`config.mk`:
```
export PLATFORM = sky130hd
export DESIGN_NAME = instruction_loader_flat
export DESIGN_NICKNAME = d
export VERILOG_FILES = /design/src/rtl/riscv_pkg.sv /design/src/rtl/instruction_loader_if.sv /design/src/rtl/instruction_loader_byte_assembler.sv /design/src/rtl/instruction_loader.sv /design/src/flat_wrapper.sv
export SDC_FILE = /design/constraint.sdc
export NUM_CORES = 1
export LEC_CHECK = 0
export ABC_AREA = 1
export BUFFER_PORTS_ARGS = -buffer_cell sky130_fd_sc_hd__buf_2
export CORE_MARGIN = 10
export CORE_UTILIZATION = 57
export CTS_CLUSTER_DIAMETER = 30
export DETAILED_ROUTE_END_ITERATION = 8
export PLACE_DENSITY = 0.86
export SETUP_SLACK_MARGIN = 0.3
export SYNTH_ARGS = -nofsm -noshare
export SYNTH_HDL_FRONTEND = slang
export SYNTH_SLANG_ARGS = --single-unit
```
`constraint.sdc`:
```
create_clock -name CLK -period 3 [get_ports CLK]
set_input_delay 0.75 -clock CLK [delete_from_list [all_inputs] [get_ports CLK]]
set_output_delay 0.75 -clock CLK [all_outputs]
set_load 0.05 [all_outputs]
```
`src/rtl/riscv_pkg.sv`:
```
// riscv_pkg: shared widths and loader state encoding
package riscv_pkg;
  localparam int XLEN = 64;
  localparam int INSTR_WIDTH = 32;
  typedef enum logic [1:0] {IDLE = 2'd0, COLLECT = 2'd1, WRITE = 2'd2, FINISH = 2'd3} loader_state_e;
  function automatic logic count_ok(input logic [15:0] count, input int unsigned max_words);
    return count != 16'd0 && 32'(count) <= max_words;
  endfunction
endpackage

```
`src/rtl/instruction_loader_if.sv`:
```
// instruction_loader_if: byte stream in, memory write port and status out
interface instruction_loader_if;
  import riscv_pkg::*;
  logic START;
  logic [15:0] WORD_COUNT;
  logic [7:0] BYTE_IN;
  logic BYTE_VALID;
  logic BYTE_READY;
  logic WR_EN;
  logic [XLEN-1:0] WR_ADDR;
  logic [INSTR_WIDTH-1:0] WR_DATA;
  logic BUSY;
  logic DONE;
  logic ERROR;
  modport master (output START, WORD_COUNT, BYTE_IN, BYTE_VALID,
                  input BYTE_READY, WR_EN, WR_ADDR, WR_DATA, BUSY, DONE, ERROR);
  modport slave (input START, WORD_COUNT, BYTE_IN, BYTE_VALID,
                 output BYTE_READY, WR_EN, WR_ADDR, WR_DATA, BUSY, DONE, ERROR);
endinterface

```
`src/rtl/instruction_loader_byte_assembler.sv`:
```
// byte_assembler: little-endian byte insert register with a 2-bit lane counter
module byte_assembler
  import riscv_pkg::*;
(
  input  logic                   CLK,
  input  logic                   RESET,
  input  logic                   CLEAR,
  input  logic [7:0]             BYTE_IN,
  input  logic                   ACCEPT,
  output logic [INSTR_WIDTH-1:0] WORD,
  output logic                   FULL
);
  logic [1:0] k;
  always_ff @(posedge CLK)
    if (RESET) begin
      k <= 2'd0;
      WORD <= '0;
    end else if (CLEAR) begin
      k <= 2'd0;
    end else if (ACCEPT) begin
      WORD[{k, 3'b000} +: 8] <= BYTE_IN;
      k <= k + 2'd1;
    end
  assign FULL = k == 2'd3;
endmodule

```
`src/rtl/instruction_loader.sv`:
```
// instruction_loader: assembles a byte stream into 32-bit words and writes them to consecutive addresses
module instruction_loader
  import riscv_pkg::*;
#(
  parameter logic [XLEN-1:0] BASE_ADDR = 64'h0,
  parameter int unsigned     MAX_WORDS = 256
) (
  input logic CLK,
  input logic RESET,
  instruction_loader_if.slave bus
);
  loader_state_e state;
  logic [15:0] count, index;
  logic full, accept, clear;
  assign accept = bus.BYTE_VALID & bus.BYTE_READY;
  assign clear = state == IDLE && bus.START;
  byte_assembler u_asm (
    .CLK(CLK), .RESET(RESET), .CLEAR(clear), .BYTE_IN(bus.BYTE_IN),
    .ACCEPT(accept), .WORD(bus.WR_DATA), .FULL(full)
  );
  always_ff @(posedge CLK)
    if (RESET) begin
      state <= IDLE;
      count <= '0;
      index <= '0;
      bus.BYTE_READY <= 1'b0;
      bus.WR_EN <= 1'b0;
      bus.WR_ADDR <= '0;
      bus.BUSY <= 1'b0;
      bus.DONE <= 1'b0;
      bus.ERROR <= 1'b0;
    end else begin
      bus.ERROR <= 1'b0;
      bus.WR_EN <= 1'b0;
      bus.DONE <= 1'b0;
      case (state)
        IDLE:
          if (bus.START) begin
            if (count_ok(bus.WORD_COUNT, MAX_WORDS)) begin
              count <= bus.WORD_COUNT;
              index <= '0;
              state <= COLLECT;
              bus.BYTE_READY <= 1'b1;
              bus.BUSY <= 1'b1;
            end else bus.ERROR <= 1'b1;
          end
        COLLECT:
          if (accept && full) begin
            state <= WRITE;
            bus.BYTE_READY <= 1'b0;
            bus.WR_EN <= 1'b1;
            bus.WR_ADDR <= BASE_ADDR + XLEN'({index, 2'b00});
          end
        WRITE: begin
          index <= index + 16'd1;
          state <= index + 16'd1 == count ? FINISH : COLLECT;
          bus.DONE <= index + 16'd1 == count;
          bus.BYTE_READY <= index + 16'd1 != count;
        end
        FINISH: begin
          state <= IDLE;
          bus.BUSY <= 1'b0;
        end
      endcase
    end
endmodule

```
`src/flat_wrapper.sv`:
```
// flat-port wrapper written by rule: the top's interface ports become plain ports
module instruction_loader_flat import riscv_pkg::*;
#(
  parameter logic [XLEN-1:0] BASE_ADDR = 64'h0,
  parameter int unsigned     MAX_WORDS = 256
)
  (CLK, RESET, bus_START, bus_WORD_COUNT, bus_BYTE_IN, bus_BYTE_VALID, bus_BYTE_READY, bus_WR_EN, bus_WR_ADDR, bus_WR_DATA, bus_BUSY, bus_DONE, bus_ERROR);
  instruction_loader_if bus_i ();
  input logic CLK;
  input logic RESET;
  input wire logic [$bits(bus_i.START)-1:0] bus_START;
  input wire logic [$bits(bus_i.WORD_COUNT)-1:0] bus_WORD_COUNT;
  input wire logic [$bits(bus_i.BYTE_IN)-1:0] bus_BYTE_IN;
  input wire logic [$bits(bus_i.BYTE_VALID)-1:0] bus_BYTE_VALID;
  output wire logic [$bits(bus_i.BYTE_READY)-1:0] bus_BYTE_READY;
  output wire logic [$bits(bus_i.WR_EN)-1:0] bus_WR_EN;
  output wire logic [$bits(bus_i.WR_ADDR)-1:0] bus_WR_ADDR;
  output wire logic [$bits(bus_i.WR_DATA)-1:0] bus_WR_DATA;
  output wire logic [$bits(bus_i.BUSY)-1:0] bus_BUSY;
  output wire logic [$bits(bus_i.DONE)-1:0] bus_DONE;
  output wire logic [$bits(bus_i.ERROR)-1:0] bus_ERROR;
  assign bus_i.START = bus_START;
  assign bus_i.WORD_COUNT = bus_WORD_COUNT;
  assign bus_i.BYTE_IN = bus_BYTE_IN;
  assign bus_i.BYTE_VALID = bus_BYTE_VALID;
  assign bus_BYTE_READY = bus_i.BYTE_READY;
  assign bus_WR_EN = bus_i.WR_EN;
  assign bus_WR_ADDR = bus_i.WR_ADDR;
  assign bus_WR_DATA = bus_i.WR_DATA;
  assign bus_BUSY = bus_i.BUSY;
  assign bus_DONE = bus_i.DONE;
  assign bus_ERROR = bus_i.ERROR;
  instruction_loader #(.BASE_ADDR(BASE_ADDR), .MAX_WORDS(MAX_WORDS)) u_core (.CLK(CLK), .RESET(RESET), .bus(bus_i));
endmodule
```
==> flow_metrics.env <==
export IMPL_first_global_vias=4160
export IMPL_clkLatencyLatePin_ns=0.36
export IMPL_area_fraction_in_compound_gates_after_synthesis=0.1409
export IMPL_post_route_drc_count=0
export IMPL_ctsLongestPathBuffers=2
export IMPL_critical_path_startpoint_type="register"
export IMPL_die_area_um2=12180
export IMPL_rows=32
export IMPL_die_w_um=110.4
export IMPL_finish_instance_area_um2=5126
export IMPL_detailroute_via_count=4392
export IMPL_drt_antenna_violating_nets=0
export IMPL_synthCells=639
export IMPL_timing_final_hold_violations=0
export IMPL_chipHeight_um=110.4
export IMPL_worstPathMaxFanout=16
export IMPL_whs_ns=0.4681
export IMPL_timing_final_ws_setup_ns=0.7075
export IMPL_final_util=0.6532
export IMPL_post_cts_resize_count=0
export IMPL_count_of_flip_flops_with_a_built_in_enable_after_synthesis=0
export IMPL_synth_cell_area_um2=4654
export IMPL_fin_tns_setup_ns=0
export IMPL_avgSynthCellArea_um2=7.284
export IMPL_drive_above_1_share=0.1781
export IMPL_floorplan_initialDensity=0.5931
export IMPL_proportion_of_synthesized_area_in_mux_cells=0
export IMPL_max_slew_margin_rel=0.3773
export IMPL_ir_worst_vdd_mv=0.4016
export IMPL_yosys_area_share_simple=0.2987
export IMPL_maxSlewViolCount=0
export IMPL_routability_congestion_estimate_from_global_placement=0.9081
export IMPL_tritoncts_num_sinks=89
export IMPL_postSynth_topFlopCell="sky130_fd_sc_hd__dfxtp_1"
export IMPL_groute_usage_overall=0.1919
export IMPL_grt_setup_unrepaired="no"
export IMPL_n_antenna_cell=0
export IMPL_asyncSetResetFlopFracSynth=0
export IMPL_cts_setup_buffers=0
export IMPL_yosysWarningCount=0
export IMPL_synth_cell_type_count=39
export IMPL_grt_pass1_wl_um=18980
export IMPL_main_combinational_cell_family_by_area_after_synthesis="simple AND/OR/NAND/NOR gates"
export IMPL_wl_per_cell_um=14.76
export IMPL_numCtsBuffers=9
export IMPL_detail_route_first_pass_iterations=5
export IMPL_grt_remaining_overflow=0
export IMPL_final_setup_viol_count=0
export IMPL_drtIter0Drc=373
export IMPL_outcome="finished clean"
export IMPL_core_area_um2=7848
export IMPL_clock_skew_ns=0.01239
export IMPL_clock_fmax_mhz=436.2
export IMPL_place_port_buffers=80
export IMPL_final_nets=743
export IMPL_maxCapViolCount=0
export IMPL_cp_arrival_ns=2.55
export IMPL_root_buffer="sky130_fd_sc_hd__clkbuf_8"
export IMPL_post_place_worst_slack_ns=0.5585
export IMPL_min_delay_path_class="reg -> reg"
export IMPL_grt_max_degree=55
export IMPL_detailed_place_hpwl_um=8953
export IMPL_criticalPathCategory="reg -> reg"
export IMPL_finalCritPeriodShare=0.7642
export IMPL_vias_per_cell=5.389
export IMPL_post_dp_cell_area_um2=4908
export IMPL_tritoncts="built"
export IMPL_synth_sequential_area_ratio=0.3828
export IMPL_synth_xor_area_share=0.01237
export IMPL_clk_pin_slew_worst_paths_ns=0.09
export IMPL_critical_path_data_required_time_ns=3.26
export IMPL_power_leakage_nw=2.348
export IMPL_drt_wl_total_um=12030
export IMPL_placedCellCount=800
export IMPL_crit_path_end_kind="register"
export IMPL_final_instance_count_excl_fill=815
export IMPL_tightest_slew_ns=0.9330
export IMPL_synthAdderAreaFrac=0.01613
export IMPL_power_per_cell_area_nw_per_um2=531.5
export IMPL_power_total_mw=2.725
export IMPL_num_io_pins=129
export IMPL_grt_antenna_before_repair=0
export IMPL_synth_seq_cells=89
export IMPL_layout_area_overhead_vs_synth_pct=10.13
export IMPL_time_the_final_worst_path_needs_with_i_o_delays_and_setup_ns=2.292
export IMPL_hold_buffers=0
export IMPL_h_tree_depth=3
[critical path, stage by stage, from the launching register on]
cell                      delay, ns
sky130_fd_sc_hd__dfxtp_1       0.64
sky130_fd_sc_hd__ha_1          0.23
sky130_fd_sc_hd__inv_1         0.04
sky130_fd_sc_hd__nor2_1        0.15
sky130_fd_sc_hd__inv_1         0.09
sky130_fd_sc_hd__nor2_1        0.63
sky130_fd_sc_hd__o21ai_0       0.24
sky130_fd_sc_hd__o211a_1       0.18
[power breakdown]
| part | leakage, nW | switching (mW) | internal [mW] | total [mW] |
|---|---|---|---|---|
| logic | 1.52 | 0.458 | 0.106 | 0.564 |
| clock network | 0.106 | 0.421 | 0.491 | 0.912 |
| registers | 0.717 | 0.0359 | 1.21 | 1.25 |
| total | 2.35 | 0.915 | 1.81 | 2.72 |
[cells in the final DEF, fill, tap and decap left out, drive strengths merged, types with 26 or more instances in the layout]
master and instances:
nand3 46, o21ai 41, dfxtp 89, nand4 26
nor2 46, a21oi 68, inv 59, conb 48
nand2 148, buf 83
[kinds of logic after synthesis]
logic type	Yosys count
AOI/OAI and AO/OA	119
other	1
xor gates and xnor gates	5
DFF	89
and+or+nand+nor	290
buffers and inverters	129
adders and majority gates	6
[state kept, by name (all words and copies together) (netlist names)]
name,cells
u_core.count,16
u_core.u_asm.WORD,32
u_core.index,16
u_core.bus.ERROR,1
u_core.bus.DONE,1
u_core.bus.BYTE_READY,1
u_core.bus.BUSY,1
u_core.bus.WR_EN,1
u_core.state,2
u_core.bus.WR_ADDR,16
u_core.u_asm.k,2
[layout make-up]
class / count / area [µm²]
timing repair buffer: 83 / 422.9
inverter: 58 / 217.7
fill: 677 / 2721
clock buffer: 11 / 141.4
multi-input combinational: 468 / 2359
tap: 102 / 127.6
clock inverter: 4 / 76.32
sequential: 89 / 1782
[per-layer routing]
metal / global-route usage / vias up / share of wire
met5: 0 / - / 0
met4: 0.07706 / 0 / 0.026
met3: 0.04701 / 30 / 0.11
met2: 0.3173 / 214 / 0.47
met1: 0.2345 / 1999 / 0.40
li1: - / 2149 / -
[cells in the mapped netlist, types with 8 or more instances]
cell / n / share of area
sky130_fd_sc_hd__nor3_1: 9 / 0.0097
sky130_fd_sc_hd__o211a_1: 8 / 0.017
sky130_fd_sc_hd__o21ai_0: 37 / 0.040
sky130_fd_sc_hd__a21oi_1: 66 / 0.071
sky130_fd_sc_hd__nand3_1: 44 / 0.047
sky130_fd_sc_hd__or3_1: 8 / 0.011
sky130_fd_sc_hd__nand4_1: 25 / 0.034
sky130_fd_sc_hd__buf_4: 48 / 0.077
sky130_fd_sc_hd__nor2_1: 35 / 0.028
sky130_fd_sc_hd__inv_1: 55 / 0.044
sky130_fd_sc_hd__nand2_1: 141 / 0.11
sky130_fd_sc_hd__clkbuf_1: 15 / 0.012
sky130_fd_sc_hd__dfxtp_1: 89 / 0.38
[final timing paths]
check                                 start                            endpoint  slack, ns  depth (start not counted)
max          u_core.u_asm.k[0]$_SDFFE_PP0P_  u_core.u_asm.WORD[30]$_SDFFE_PP0P_       0.71                          7
min            u_core.count[9]$_SDFFE_PP0P_        u_core.count[9]$_SDFFE_PP0P_       0.47                          2
max reg2reg  u_core.u_asm.k[0]$_SDFFE_PP0P_  u_core.u_asm.WORD[30]$_SDFFE_PP0P_       0.71                          7
min reg2reg    u_core.count[9]$_SDFFE_PP0P_        u_core.count[9]$_SDFFE_PP0P_       0.47                          2
Power figures use the tool's default switching activity.
